File: src/rtl/string_stream_rom_pkg.sv
// Shared definitions for the string streaming ROM: character codes, default
// geometry, the ROM image and the controller state encoding.
package string_pkg;

    localparam int STRING_NUM_DEF = 13;
    localparam int MAX_CHAR_DEF   = 11;
    localparam int CHAR_WIDTH_DEF = 5;
    localparam int ROW_W          = MAX_CHAR_DEF * CHAR_WIDTH_DEF;

    localparam logic [4:0] CHAR_A = 5'd0,  CHAR_B = 5'd1,  CHAR_C = 5'd2,  CHAR_D = 5'd3;
    localparam logic [4:0] CHAR_E = 5'd4,  CHAR_F = 5'd5,  CHAR_G = 5'd6,  CHAR_H = 5'd7;
    localparam logic [4:0] CHAR_I = 5'd8,  CHAR_J = 5'd9,  CHAR_K = 5'd10, CHAR_L = 5'd11;
    localparam logic [4:0] CHAR_M = 5'd12, CHAR_N = 5'd13, CHAR_O = 5'd14, CHAR_P = 5'd15;
    localparam logic [4:0] CHAR_Q = 5'd16, CHAR_R = 5'd17, CHAR_S = 5'd18, CHAR_T = 5'd19;
    localparam logic [4:0] CHAR_U = 5'd20, CHAR_V = 5'd21, CHAR_W = 5'd22, CHAR_X = 5'd23;
    localparam logic [4:0] CHAR_Y = 5'd24, CHAR_Z = 5'd25;
    localparam logic [4:0] CHAR_COLON = 5'd26;
    localparam logic [4:0] CHAR_DASH  = 5'd27;
    localparam logic [4:0] CHAR_SPACE = 5'd28;

    // Leftmost column is the most significant character of each row.
    localparam logic [ROW_W-1:0] ROW_00 = {CHAR_G, CHAR_A, CHAR_M, CHAR_E, CHAR_SPACE, CHAR_T,
                                           CHAR_I, CHAR_M, CHAR_E, CHAR_COLON, CHAR_SPACE};
    localparam logic [ROW_W-1:0] ROW_01 = {CHAR_S, CHAR_C, CHAR_O, CHAR_R, CHAR_E, CHAR_COLON,
                                           CHAR_SPACE, CHAR_SPACE, CHAR_SPACE, CHAR_SPACE, CHAR_SPACE};
    localparam logic [ROW_W-1:0] ROW_02 = {CHAR_L, CHAR_E, CHAR_V, CHAR_E, CHAR_L, CHAR_COLON,
                                           CHAR_SPACE, CHAR_SPACE, CHAR_SPACE, CHAR_SPACE, CHAR_SPACE};
    localparam logic [ROW_W-1:0] ROW_03 = {CHAR_P, CHAR_L, CHAR_A, CHAR_Y, CHAR_E, CHAR_R,
                                           CHAR_SPACE, CHAR_O, CHAR_N, CHAR_E, CHAR_SPACE};
    localparam logic [ROW_W-1:0] ROW_04 = {CHAR_P, CHAR_L, CHAR_A, CHAR_Y, CHAR_E, CHAR_R,
                                           CHAR_SPACE, CHAR_T, CHAR_W, CHAR_O, CHAR_SPACE};
    localparam logic [ROW_W-1:0] ROW_05 = {CHAR_G, CHAR_A, CHAR_M, CHAR_E, CHAR_SPACE, CHAR_O,
                                           CHAR_V, CHAR_E, CHAR_R, CHAR_SPACE, CHAR_SPACE};
    localparam logic [ROW_W-1:0] ROW_06 = {CHAR_P, CHAR_A, CHAR_U, CHAR_S, CHAR_E, CHAR_D,
                                           CHAR_SPACE, CHAR_SPACE, CHAR_SPACE, CHAR_SPACE, CHAR_SPACE};
    localparam logic [ROW_W-1:0] ROW_07 = {CHAR_DASH, CHAR_DASH, CHAR_DASH, CHAR_DASH, CHAR_DASH, CHAR_DASH,
                                           CHAR_DASH, CHAR_DASH, CHAR_DASH, CHAR_DASH, CHAR_DASH};
    localparam logic [ROW_W-1:0] ROW_08 = {CHAR_P, CHAR_R, CHAR_E, CHAR_S, CHAR_S, CHAR_SPACE,
                                           CHAR_S, CHAR_T, CHAR_A, CHAR_R, CHAR_T};
    localparam logic [ROW_W-1:0] ROW_09 = {CHAR_H, CHAR_I, CHAR_G, CHAR_H, CHAR_SPACE, CHAR_S,
                                           CHAR_C, CHAR_O, CHAR_R, CHAR_E, CHAR_COLON};
    localparam logic [ROW_W-1:0] ROW_10 = {CHAR_SPACE, CHAR_SPACE, CHAR_SPACE, CHAR_SPACE, CHAR_SPACE, CHAR_SPACE,
                                           CHAR_SPACE, CHAR_SPACE, CHAR_SPACE, CHAR_SPACE, CHAR_SPACE};
    localparam logic [ROW_W-1:0] ROW_11 = {CHAR_Y, CHAR_O, CHAR_U, CHAR_SPACE, CHAR_W, CHAR_I,
                                           CHAR_N, CHAR_SPACE, CHAR_SPACE, CHAR_SPACE, CHAR_SPACE};
    localparam logic [ROW_W-1:0] ROW_12 = {CHAR_I, CHAR_N, CHAR_S, CHAR_T, CHAR_R, CHAR_U,
                                           CHAR_C, CHAR_T, CHAR_I, CHAR_O, CHAR_N};

    localparam logic [STRING_NUM_DEF*ROW_W-1:0] ROM_IMAGE = {
        ROW_12, ROW_11, ROW_10, ROW_09, ROW_08, ROW_07, ROW_06,
        ROW_05, ROW_04, ROW_03, ROW_02, ROW_01, ROW_00
    };

    typedef enum logic [1:0] {
        IDLE   = 2'd0,
        FETCH  = 2'd1,
        STREAM = 2'd2
    } state_e;

endpackage

File: src/rtl/string_stream_rom_rom_sync.sv
// Registered-read string ROM; one full row per access so the read maps to block RAM.
module string_rom_sync
    import string_pkg::*;
#(
    parameter int STRING_NUM = STRING_NUM_DEF,
    parameter int MAX_CHAR   = MAX_CHAR_DEF,
    parameter int CHAR_WIDTH = CHAR_WIDTH_DEF,
    parameter int SEL_W      = $clog2(STRING_NUM),
    parameter logic [STRING_NUM*MAX_CHAR*CHAR_WIDTH-1:0] IMAGE = ROM_IMAGE
) (
    input  logic                           clk,
    input  logic [SEL_W-1:0]               addr,
    output logic [MAX_CHAR*CHAR_WIDTH-1:0] row_out
);

    localparam int ROW_BITS = MAX_CHAR * CHAR_WIDTH;

    logic [ROW_BITS-1:0] rows [STRING_NUM];
    logic [ROW_BITS-1:0] row_d;

    (* rom_style = "block" *) logic [ROW_BITS-1:0] row_q;

    for (genvar k = 0; k < STRING_NUM; k++) begin : g_rows
        assign rows[k] = IMAGE[k*ROW_BITS +: ROW_BITS];
    end

    // Unpopulated addresses read as zero rather than indexing past the image.
    always_comb begin
        row_d = '0;
        if (int'(addr) < STRING_NUM) begin
            row_d = rows[addr];
        end
    end

    always_ff @(posedge clk) begin
        row_q <= row_d;
    end

    assign row_out = row_q;

endmodule

File: src/rtl/string_stream_rom.sv
// Streams one stored string a character per beat over valid/ready, with optional
// trailing-space trimming and a repeat count.
module string_stream_rom
    import string_pkg::*;
#(
    parameter int STRING_NUM = STRING_NUM_DEF,
    parameter int MAX_CHAR   = MAX_CHAR_DEF,
    parameter int CHAR_WIDTH = CHAR_WIDTH_DEF,
    parameter int SEL_W      = $clog2(STRING_NUM),
    parameter int IDX_W      = $clog2(MAX_CHAR),
    parameter int REP_W      = 2,
    parameter logic [STRING_NUM*MAX_CHAR*CHAR_WIDTH-1:0] IMAGE = ROM_IMAGE
) (
    input  logic                  clk,
    input  logic                  rst,
    input  logic                  req_valid,
    output logic                  req_ready,
    input  logic [SEL_W-1:0]      req_sel,
    input  logic                  req_trim,
    input  logic [REP_W-1:0]      req_rep,
    output logic                  out_valid,
    input  logic                  out_ready,
    output logic [CHAR_WIDTH-1:0] out_char,
    output logic [IDX_W-1:0]      out_idx,
    output logic                  out_last,
    output logic                  busy,
    output logic                  err
);

    localparam int ROW_BITS = MAX_CHAR * CHAR_WIDTH;
    localparam logic [SEL_W:0]      NUM_C   = (SEL_W+1)'(STRING_NUM);
    localparam logic [IDX_W:0]      LEN_MAX = (IDX_W+1)'(MAX_CHAR);
    localparam logic [IDX_W:0]      LEN_ONE = (IDX_W+1)'(1);
    localparam logic [CHAR_WIDTH-1:0] SPACE_C = CHAR_WIDTH'(CHAR_SPACE);

    state_e            state_q, state_d;
    logic [SEL_W-1:0]  sel_q, sel_d;
    logic              trim_q, trim_d;
    logic [REP_W-1:0]  rep_q, rep_d;
    logic [IDX_W:0]    col_q, col_d;
    logic [IDX_W:0]    len_q, len_d;
    logic              err_q, err_d;

    logic [SEL_W-1:0]    rom_addr;
    logic [ROW_BITS-1:0] row;
    logic [IDX_W:0]      last_nonspace;
    logic [IDX_W:0]      fetch_len;
    logic [IDX_W:0]      last_col;
    logic [CHAR_WIDTH-1:0] cur_char;
    logic                sel_ok;
    logic                at_last_col;

    // Addressing straight from req_sel while idle lets the row land during FETCH;
    // afterwards the held select keeps the ROM output stable as the line buffer.
    assign rom_addr = (state_q == IDLE) ? req_sel : sel_q;

    string_rom_sync #(
        .STRING_NUM (STRING_NUM),
        .MAX_CHAR   (MAX_CHAR),
        .CHAR_WIDTH (CHAR_WIDTH),
        .SEL_W      (SEL_W),
        .IMAGE      (IMAGE)
    ) u_rom (
        .clk     (clk),
        .addr    (rom_addr),
        .row_out (row)
    );

    always_comb begin
        last_nonspace = '0;
        for (int i = 0; i < MAX_CHAR; i++) begin
            if (row[(MAX_CHAR-1-i)*CHAR_WIDTH +: CHAR_WIDTH] != SPACE_C) begin
                last_nonspace = (IDX_W+1)'(i + 1);
            end
        end
        if (!trim_q) begin
            fetch_len = LEN_MAX;
        end else if (last_nonspace == '0) begin
            fetch_len = LEN_ONE;
        end else begin
            fetch_len = last_nonspace;
        end
    end

    always_comb begin
        cur_char = '0;
        for (int i = 0; i < MAX_CHAR; i++) begin
            if (col_q == (IDX_W+1)'(i)) begin
                cur_char = row[(MAX_CHAR-1-i)*CHAR_WIDTH +: CHAR_WIDTH];
            end
        end
    end

    assign sel_ok      = {1'b0, req_sel} < NUM_C;
    assign last_col    = len_q - LEN_ONE;
    assign at_last_col = (col_q == last_col);

    always_comb begin
        state_d = state_q;
        sel_d   = sel_q;
        trim_d  = trim_q;
        rep_d   = rep_q;
        col_d   = col_q;
        len_d   = len_q;
        err_d   = 1'b0;
        case (state_q)
            IDLE: begin
                if (req_valid) begin
                    if (sel_ok) begin
                        sel_d   = req_sel;
                        trim_d  = req_trim;
                        rep_d   = req_rep;
                        col_d   = '0;
                        state_d = FETCH;
                    end else begin
                        err_d = 1'b1;
                    end
                end
            end
            FETCH: begin
                len_d   = fetch_len;
                col_d   = '0;
                state_d = STREAM;
            end
            STREAM: begin
                if (out_ready) begin
                    if (at_last_col) begin
                        col_d = '0;
                        if (rep_q == '0) begin
                            state_d = IDLE;
                        end else begin
                            rep_d = rep_q - REP_W'(1);
                        end
                    end else begin
                        col_d = col_q + LEN_ONE;
                    end
                end
            end
            default: state_d = IDLE;
        endcase
    end

    always_ff @(posedge clk or posedge rst) begin
        if (rst) begin
            state_q <= IDLE;
            sel_q   <= '0;
            trim_q  <= 1'b0;
            rep_q   <= '0;
            col_q   <= '0;
            len_q   <= '0;
            err_q   <= 1'b0;
        end else begin
            state_q <= state_d;
            sel_q   <= sel_d;
            trim_q  <= trim_d;
            rep_q   <= rep_d;
            col_q   <= col_d;
            len_q   <= len_d;
            err_q   <= err_d;
        end
    end

    // Outputs decode from registered state so an async reset clears them at once.
    assign out_valid = (state_q == STREAM);
    assign out_char  = out_valid ? cur_char : '0;
    assign out_idx   = out_valid ? col_q[IDX_W-1:0] : '0;
    assign out_last  = out_valid && at_last_col && (rep_q == '0);
    assign req_ready = (state_q == IDLE);
    assign busy      = (state_q != IDLE);
    assign err       = err_q;

endmodule

File: config.mk
export PLATFORM = sky130hd
export DESIGN_NAME = string_stream_rom
export DESIGN_NICKNAME = d
export VERILOG_FILES = /design/src/rtl/string_stream_rom_pkg.sv /design/src/rtl/string_stream_rom_rom_sync.sv /design/src/rtl/string_stream_rom.sv
export SDC_FILE = /design/constraint.sdc
export NUM_CORES = 1
export LEC_CHECK = 0
export ABC_AREA = 1
export BUFFER_PORTS_ARGS = -buffer_cell sky130_fd_sc_hd__buf_4
export CAP_MARGIN = 30
export CORE_MARGIN = 2
export CORE_UTILIZATION = 55
export CTS_CLUSTER_DIAMETER = 60
export DETAILED_ROUTE_END_ITERATION = 10
export PLACE_DENSITY = 0.76
export RECOVER_POWER = 25
export SYNTH_ARGS = -nofsm -noshare
export SYNTH_HDL_FRONTEND = slang
export SYNTH_SLANG_ARGS = --single-unit
File: constraint.sdc
create_clock -name clk -period 2 [get_ports clk]
set_clock_uncertainty 0.1 [all_clocks]
set_input_delay 0.2 -clock clk [delete_from_list [all_inputs] [get_ports clk]]
set_output_delay 0.2 -clock clk [all_outputs]
set_load 0.005 [all_outputs]
==> results of run 1 <==
-- critical path, cell delays in order, from the launching register on --
cell and delay, ns:
dfrtp_1 0.42, inv_2 0.12, ha_4 0.14, inv_2 0.04
nor2_4 0.15, nand2_4 0.10, nand3_2 0.08, nand3_2 0.08
nand3_2 0.08, nand3_2 0.07, nand2_1 0.07, nand2_1 0.06
nand2_1 0.07, nand2_1 0.09, a21oi_2 0.18, nor2_1 0.06
buf_4 0.14
-- synth_stat cells (all sizes together) --
master and instances:
xnor2 1, o31ai 1, o21bai 2, nand3 29, nor4 6, xor2 3, and2 1, nand3b 2
nand2 163, o22ai 4, nor3 4, a21oi 23, and3 1, inv 90, clkinv 1, o21ai 57
a211oi 2, nor3b 1, ha 14, buf 6, o31a 1, a22oi 1, nand4 3, dfrtp 19
o211ai 3, or2 7, a31oi 2, nor2 56, dfxtp 54
-- metrics by stage --
stage                     hold slack, ns  utilization  cell area, um^2
final                            0.09182       0.8654             5879
after CTS                        0.04143       0.7435             5051
after detailed placement          0.2690       0.6805             4623
after global placement            0.2578       0.6805             4623
after floorplan                  0.05113            -             3874
after global routing             0.09079       0.8654             5879
-- where the power goes --
part	switching, uW	total [uW]	internal, uW
Clock	577	1230	651
Sequential	410	2420	2010
Combinational	2370	4250	1880
Total	3350	7900	4540
-- cell families (layout without fill, tap and decap cells) --
logic type | count (synthesis) | count (layout) | share of synthesized area
buffers and inverters | 97 | 240 | 0.1022
xor gates and xnor gates | 4 | 4 | 0.009054
adders and majority gates | 14 | 14 | 0.04526
DFF | 73 | 73 | 0.4022
AOI/OAI and AO/OA | 96 | 96 | 0.1397
and+or+nand+nor | 273 | 274 | 0.3017
-- final timing paths --
check                                    endpoint  startpoint  slack (ns)
worst max-delay path                  out_char[3]    col_q[1]       -0.61
worst min-delay path                          err  req_sel[3]        0.09
worst max register to register  u_rom.row_out[16]  state_q[0]       -0.41
worst min register to register           rep_q[1]    rep_q[1]        0.45
max in group asynchronous                col_q[4]         rst        0.82
min in group asynchronous                     err         rst        0.45
-- area by class of cell --
cell class | instances | area [um^2]
Multi-Input combinational cell | 388 | 2456
Clock inverter | 5 | 63.81
Fill cell | 330 | 914.6
Sequential cell | 73 | 1562
Clock buffer | 11 | 151.4
Tap cell | 96 | 120.1
Timing Repair Buffer | 133 | 1161
Inverter | 91 | 365.4
-- state kept, by name, summed over array words and instances, names as in the netlist --
signal,flops
state_q,2
sel_q,4
err,1
rep_q,2
u_rom.row_out,54
col_q,5
trim_q,1
len_q,4
-- what timing repair did --
action	CTS	global route
buffers inserted	6	34
pin swaps	11	47
hold buffers	5	0
gates cloned	1	1
hold endpoints to repair	23	0
endpoints found under the setup margin	28	61
gates resized for setup	40	148
-- routing by layer --
layer / share of wire / global-route usage / vias up
li1: - / - / 2041
met1: 0.38 / 0.4054 / 2097
met2: 0.48 / 0.5007 / 266
met3: 0.076 / 0.04524 / 99
met4: 0.058 / 0.1231 / 0
met5: 0 / 0 / -
==> flow_summary.toml, run 1 <==
[pwr]
peakVddDrop_v = 0.0009382
fin_total_pwr_uw = 7897
p_per_area_nw_per_um2 = 1343
leakage_uw = 0.002906

[critical_path]
worstPathArrival_ns = 2.31
crit_type = "register to output pin"
start_kind = "register"
critPathCaptureType = "output pin"
cp.required_ns = 1.70
worstRegToRegCells = 10
cp_max_fo = 6

[floorplan]
pin_count = 25
die-area_um2 = 7723
core_um2 = 6794
row_count = 30
die_w_um = 87.88
initial_core_util = 0.5696
dieHeight_um = 87.88

[timing]
hold_viol = 0
final-setup-viol-count = 61
fmax_mhz = 383.5
tightest_slew_ns = 0.7601
totalNegativeSetupSlack_ns = -16.55
rsz0062_at_grt = "yes"
min_period_over_period = 1.304
drv_slew = 0
fin_crit_ns = 2.608
layout_setup_ws_ns = -0.6077
maxSlewHeadroom = 0.4927

[clock_network]
clk_pin_slew_worst_paths_ns = 0.08
clockRootBuffer = "clkbuf_8"
cts_tree = "yes"
cts_max_path_buffers = 2
cts_made_buffers = 9
cts.sinks = 73
clk_latency_ns = 0.35
cts_max_level = 3

[drt]
routed_via_density = 5.650
routedWlPerCell_um = 18.73
drc = 0
firstDrtPassIters = 6
wl_um = 14930
vias = 4503
dr.first_iter.drc_count = 359
drt.antenna.violating_nets = 0

[synth]
yosysTopAreaCellShare = 0.2793
synth.distinct_cells = 41
synth.cell_area_um2 = 3870
ys_warn_count = 0
syn_inst = 557
avgSynthCellArea_um2 = 6.948
synth-seq-area-share = 0.4022
synthTopCellsByArea = "dfxtp_1, nand2_1, dfrtp_1"
ys_ff_latch = 73
synth_nets = 582
synth_top_area_cell = "dfxtp_1"

[global_routing]
grt_overflow = 0
grt_max_degree = 20
grt_pass1_wl_um = 18060
grt_use_total = 0.3053
grt_pass1_vias = 3773
antenna_found_initial = 1

[layout]
area_delta_synth_final_pct = 51.92
layout.cells.non_filler = 797
antennaDiodeCount = 0
layout.nets = 721
final_common_cell = "nand2_1"
final_cell_mix = "nand2_1, buf_4, inv_1"
layout-drive-gt1-share = 0.3951

[outcome]
violations = "negative setup slack"
outcome = "finished, violations left"

[hold_path]
whs_path_depth = 3
hold_path.class = "input port to register"

[placed_design]
dp_slack_ns = -0.2843
dp_hpwl_um = 8597
portBuffers = 24
gp_congestion = 0.9855
dp.cells = 736

[flow_run]
drv_cap = 0
Power figures use the tool's default switching activity.
==> run 2: changes to the inputs <==
- SYNTH_HIERARCHICAL: unset -> 1
==> run 2 against run 1 <==
Effect of this change:
- die area up 1.3%
- routed wire length decreased by 13%
- via count is 7.2% lower
- the flow still finishes with violations (negative setup slack)
- critical path depth is 1 lower
- non-clock buffer count shrank 30
- combinational power is 26% higher
- sequential share of layout area grew 2.4 points
- final cell count is 3.0% lower
- maximum frequency rose by 2.4%
- largest cell class unchanged
- sequential power increased by 6%
- global-route usage is 1.9 points higher
- cell area shrank 8.6%
==> flow_summary.toml, run 2 <==
[outcome]
outcome = "finished, violations left"
violations = "negative setup slack"

[pwr]
leakage_uw = 0.002664
peakVddDrop_v = 0.001239
p_per_area_nw_per_um2 = 1676

[timing]
layout_setup_ws_ns = -0.5456
maxSlewHeadroom = 0.4539
tightest_slew_ns = 0.8182
rsz0062_at_grt = "yes"
min_period_over_period = 1.273
fmax_mhz = 392.8
whs_ns = 0.07008
fin_crit_ns = 2.546
drv_slew = 0
hold_viol = 0
final-setup-viol-count = 71

[floorplan]
die-area_um2 = 7823
die_w_um = 88.45
dieHeight_um = 88.45
core_um2 = 6832
pin_count = 25
initial_core_util = 0.5742
row_count = 30

[clock_network]
cts_tree = "yes"
clockRootBuffer = "clkbuf_8"
cts_max_path_buffers = 2
cts_max_level = 3
cts.sinks = 73
clk_pin_slew_worst_paths_ns = 0.09
cts_made_buffers = 9
clk_latency_ns = 0.36

[global_routing]
grt_pass1_wl_um = 19070
use_met2 = 0.5783
grt_pass1_vias = 3964
grt_overflow = 0
globalRouteMet1Util = 0.4017
grt_use_total = 0.3244
grt_max_degree = 20
grt-busiest-layer = "met2"
antenna_found_initial = 0
use_met3 = 0.04664

[drt]
drt.antenna.violating_nets = 0
routed_via_density = 5.405
dr.first_iter.drc_count = 303
routedWlPerCell_um = 16.73
drc = 0
firstDrtPassIters = 5
vias = 4178
wl_um = 12930

[synth]
synth_common_cells = "nand2_1, inv_1, dfxtp_1"
synth_edf_count = 0
synth.distinct_cells = 37
synthArstFlopShare = 0.2603
ys_ff_latch = 73
ys_warn_count = 6
synth_nets = 594
yosysTopAreaCellShare = 0.2756
avgSynthCellArea_um2 = 6.906
synthTopCellsByArea = "dfxtp_1, nand2_1, dfrtp_1"
syn_inst = 568
synth_top_area_cell = "dfxtp_1"
synth_most_common_cell = "nand2_1"
synth-seq-area-share = 0.3968
synth.cell_area_um2 = 3923
synthFlopType = "dfxtp_1"

[flow_run]
drv_cap = 0

[layout]
fill_cells = 500
post-route-util = 0.7864
final_area_um2 = 5373
final_cell_mix = "nand2_1, buf_4, inv_1"
area_delta_synth_final_pct = 36.97
layout.nets = 698
layout-drive-gt1-share = 0.3279
final_common_cell = "nand2_1"
antennaDiodeCount = 0
largest_register_ffs = 54
layout.cells.non_filler = 773

[critical_path]
crit_slowest_cell = "dfrtp_1"
path_cells = "inv_2 -> ha_4 -> inv_2 -> nor2_4 -> nand2_4 -> or2_0 -> nand3_1 -> nand3_1 -> nand2_1 -> nand2_1 -> nand2_1 -> nand2_1 -> nand2_2 -> a21oi_2 -> buf_4"
worstRegToRegCells = 9
worstPathArrival_ns = 2.25
crit_path_start = "col_q[0]"
r2r-end = "u_rom/row_out[45]"
path_depth = 15
critPathCaptureType = "output pin"
rr_startpoint = "state_q[1]"
critPathBufInv = 3
crit_path_end = "out_char[3]"
cp_max_fo = 5
cpMostUsedCell = "nand2_1"
start_kind = "register"
cpPeakStageDelay_ns = 0.43
crit_type = "register to output pin"
rrSetupSlack_ns = -0.34
cp.required_ns = 1.70
path_delay_family = "simple AND/OR/NAND/NOR gates"

[hold_path]
hold_path.class = "input port to register"

[placed_design]
postPlaceCellArea_um2 = 4581
dp_hpwl_um = 8866
dp.cells = 732
dp_slack_ns = -0.1953
portBuffers = 24
gp_congestion = 0.9341
==> run 2: changes by cell type after synthesis, moves of 3 or more <==
cell / previous run / this run
a21oi_1: 21 / 27
nand2_1: 162 / 179
nand3_1: 29 / 39
nand4_1: 3 / 8
nor2_1: 47 / 35
nor2_4: 4 / 1
o21ai_1: 6 / 0
==> run 2: through the flow <==
stage	power, uW	TNS (ns)
4_1_cts	8249	-2.645
3_5_place_dp	6793	-0.9157
6_report	9006	-17.95
2_1_floorplan	4969	0
3_3_place_gp	6735	-0.7634
5_1_grt	9594	-24.51
==> run 2: repair_timing <==
item	CTS	global route
setup endpoints to repair	10	46
pin swaps	15	29
cloned	1	1
endpoints found under the hold margin	24	0
resized for setup	54	76
hold buffers	6	0
buffers inserted	14	11
==> run 2: cell families (layout without fill, tap and decap cells) <==
logic type / Yosys count / count (layout) / synth area share
fa+ha+maj: 15 / 15 / 0.04785
compound gates: 85 / 85 / 0.1139
flops: 73 / 73 / 0.3968
simple gates: 293 / 294 / 0.3250
xor+xnor: 6 / 6 / 0.01340
buf+inv: 96 / 204 / 0.1030
==> run 2: report_power, final <==
part | internal, uW | switching, uW | total (uW)
Combinational | 2210 | 3130 | 5340
Sequential | 2150 | 402 | 2560
Clock | 531 | 575 | 1110
==> run 2: tightest hold or removal path: stages <==
cell     delay [ns]
buf_4          0.11
inv_1          0.08
o21ai_0        0.09
==> run 2: how the worst min path moves through the flow <==
| stage | from | to | slack, ns | cells past startpoint |
|---|---|---|---|---|
| global route | req_sel[3] | sel_q[3] | 0.09 | 3 |
| detailed placement | rst | err | 0.30 | 2 |
| floorplan | rst | col_q[0] | 0.05 | 1 |
| global placement | rst | sel_q[3] | 0.28 | 2 |
| CTS | req_sel[3] | sel_q[3] | 0.05 | 3 |
| finish | req_sel[3] | sel_q[3] | 0.07 | 3 |
==> run 2: metal layers <==
metal | share of wire | up-vias
met5 | 0 | -
met4 | 0.024 | 0
met3 | 0.046 | 33
met2 | 0.51 | 157
met1 | 0.42 | 1972
li1 | - | 2016
==> run 2: layout make-up <==
cell class,instances,area [um^2],area share
Tap cell,96,120.1,0.02236
Timing Repair Buffer,103,832.0,0.1549
Sequential cell,73,1558,0.2899
Clock inverter,5,37.54,0.006986
Inverter,85,324.1,0.06032
Multi-Input combinational cell,400,2349,0.4371
Clock buffer,11,152.6,0.02841
==> run 3: changes to the inputs <==
--- a/config.mk
+++ b/config.mk
@@ -10,8 +10,8 @@
 export CAP_MARGIN = 30
 export CORE_MARGIN = 2
-export CORE_UTILIZATION = 55
+export CORE_UTILIZATION = 61
 export CTS_CLUSTER_DIAMETER = 60
 export DETAILED_ROUTE_END_ITERATION = 10
-export PLACE_DENSITY = 0.76
+export PLACE_DENSITY = 0.8
 export RECOVER_POWER = 25
 export SYNTH_ARGS = -nofsm -noshare
==> constraint.sdc (replaced) <==
create_clock -name clk -period 2.91 [get_ports clk]
set_clock_uncertainty 0.1 [all_clocks]
set_input_delay 0.1455 -clock clk [delete_from_list [all_inputs] [get_ports clk]]
set_output_delay 0.1455 -clock clk [all_outputs]
set_load 0.005 [all_outputs]
==> run 3 against run 2 <==
Effect of this change:
- the run now ends clean
- global-route usage is 1.7 points lower
- die area shrank 9.4%
- register-to-register slack improved by 0.69 ns
- count of clock-buffer cells in the layout decreased by 2
- first-iteration DRC count up 10%
- combinational power decreased by 53%
- sequential cell count stayed put
- worst hold slack worse by 0.031 ns
- largest cell class unchanged
==> flow_summary.toml, run 3 (synthesis gave the netlist of run 2 again) <==
[timing]
maxSlewHeadroom = 0.4797
min_period_over_period = 0.9284
final-setup-viol-count = 0
whs_ns = 0.03879
fmax_mhz = 370.1
tightest_slew_ns = 0.7796
totalNegativeSetupSlack_ns = 0
rsz0062_at_grt = "no"
fin_crit_ns = 2.702
drv_slew = 0
hold_viol = 0

[drt]
wl_um = 10200
routedWlPerCell_um = 14.87
routed.top_layer = "met4"
vias = 3792
dr.first_iter.drc_count = 334
wl_met2_um = 4778
firstDrtPassIters = 5
wl_met1_um = 4329
wl_met3_um = 708
routed_via_density = 5.528
drc = 0
drt.antenna.violating_nets = 0

[clock_network]
cts_tree = "yes"
clk_latency_ns = 0.35
cts_max_level = 3
clk_pin_slew_worst_paths_ns = 0.08
cts.sinks = 73
cts_max_path_buffers = 2
clockRootBuffer = "clkbuf_8"
cts_made_buffers = 9

[global_routing]
grt_use_total = 0.3074
grt_pass1_wl_um = 17280
grt_pass1_vias = 3690
grt_max_degree = 26
grt_overflow = 0
antenna_found_initial = 0

[critical_path]
critPathCaptureType = "output pin"
worstPathArrival_ns = 2.46
crit_type = "register to output pin"
cp.required_ns = 2.66
cp_max_fo = 10
start_kind = "register"

[floorplan]
initial_core_util = 0.6249
row_count = 29
die_w_um = 84.19
core_um2 = 6277
die-area_um2 = 7088
pin_count = 25
dieHeight_um = 84.19

[hold_path]
hold_path.class = "input port to register"

[placed_design]
dp_hpwl_um = 7818
portBuffers = 24
gp_congestion = 0.9872

[layout]
area_delta_synth_final_pct = 13.59
layout-drive-gt1-share = 0.1117
final_cell_mix = "nand2_1, inv_1, dfxtp_1"
antennaDiodeCount = 0
largest_register_ffs = 54
final_common_cell = "nand2_1"
layout.nets = 630

[pwr]
peakVddDrop_v = 0.0007941
p_per_area_nw_per_um2 = 1160
leakage_uw = 0.002244

[flow_run]
drv_cap = 0

[outcome]
outcome = "finished clean"
==> run 3: per-layer routing <==
layer	GRT usage	vias up
met5	0	-
met4	0.1246	0
met3	0.05703	36
met2	0.5094	176
met1	0.3974	1714
li1	-	1866
==> run 3: worst paths after layout <==
check                                         end  cells past startpoint  startpoint  slack [ns]
worst max register to register  u_rom/row_out[42]                      7  state_q[0]        0.35
worst min register to register             trim_q                      2      trim_q        0.40
worst min-delay path                     rep_q[1]                      5  req_rep[1]        0.04
worst max-delay path                  out_char[3]                     15    col_q[0]        0.21
max in group asynchronous                col_q[2]                      3         rst        1.82
min in group asynchronous                     err                      3         rst        0.40
==> run 3: timing repair <==
item | 4_1_cts | 5_1_grt
setup endpoints to repair | 1 | 5
hold buffers | 7 | 0
resized for setup | 1 | 5
pin swaps | 0 | 1
buffers inserted | 0 | 1
endpoints found under the hold margin | 25 | 0
==> run 3: critical path, stage by stage (launching register included) <==
cell,delay (ns)
dfrtp_1,0.45
inv_2,0.14
ha_1,0.16
inv_1,0.04
nor2_2,0.17
nand2_2,0.16
or2_0,0.24
nand3_1,0.09
nand3_1,0.10
nand2_1,0.08
nand2_1,0.07
nand2_1,0.08
nand2_1,0.05
nand2_1,0.06
a21oi_1,0.07
buf_4,0.13
==> run 3: metrics by stage <==
step	setup slack (ns)	utilization	area [um^2]	total power [uW]	std cells
2_1_floorplan	0.5312	-	3923	3394	568
3_3_place_gp	0.4344	0.6602	4144	4141	662
3_5_place_dp	0.4204	0.6602	4144	4181	662
4_1_cts	0.01682	0.7078	4443	5096	685
5_1_grt	0.02926	0.7098	4456	5573	686
6_report	0.2083	0.7098	4456	5168	686
==> run 3: power by group <==
part,total (uW),switching (uW),internal [uW]
logic,2510,1650,862
registers,1770,291,1480
clock network,890,400,490
total,5170,2340,2830
==> run 3: cell type report <==
| type | instances | area (um^2) |
|---|---|---|
| multi-input combinational | 399 | 1972 |
| fill | 514 | 1822 |
| sequential | 73 | 1556 |
| inverter | 85 | 319.1 |
| timing repair buffer | 36 | 287.8 |
| clock buffer | 9 | 123.9 |
| clock inverter | 7 | 100.1 |
| tap | 77 | 96.34 |
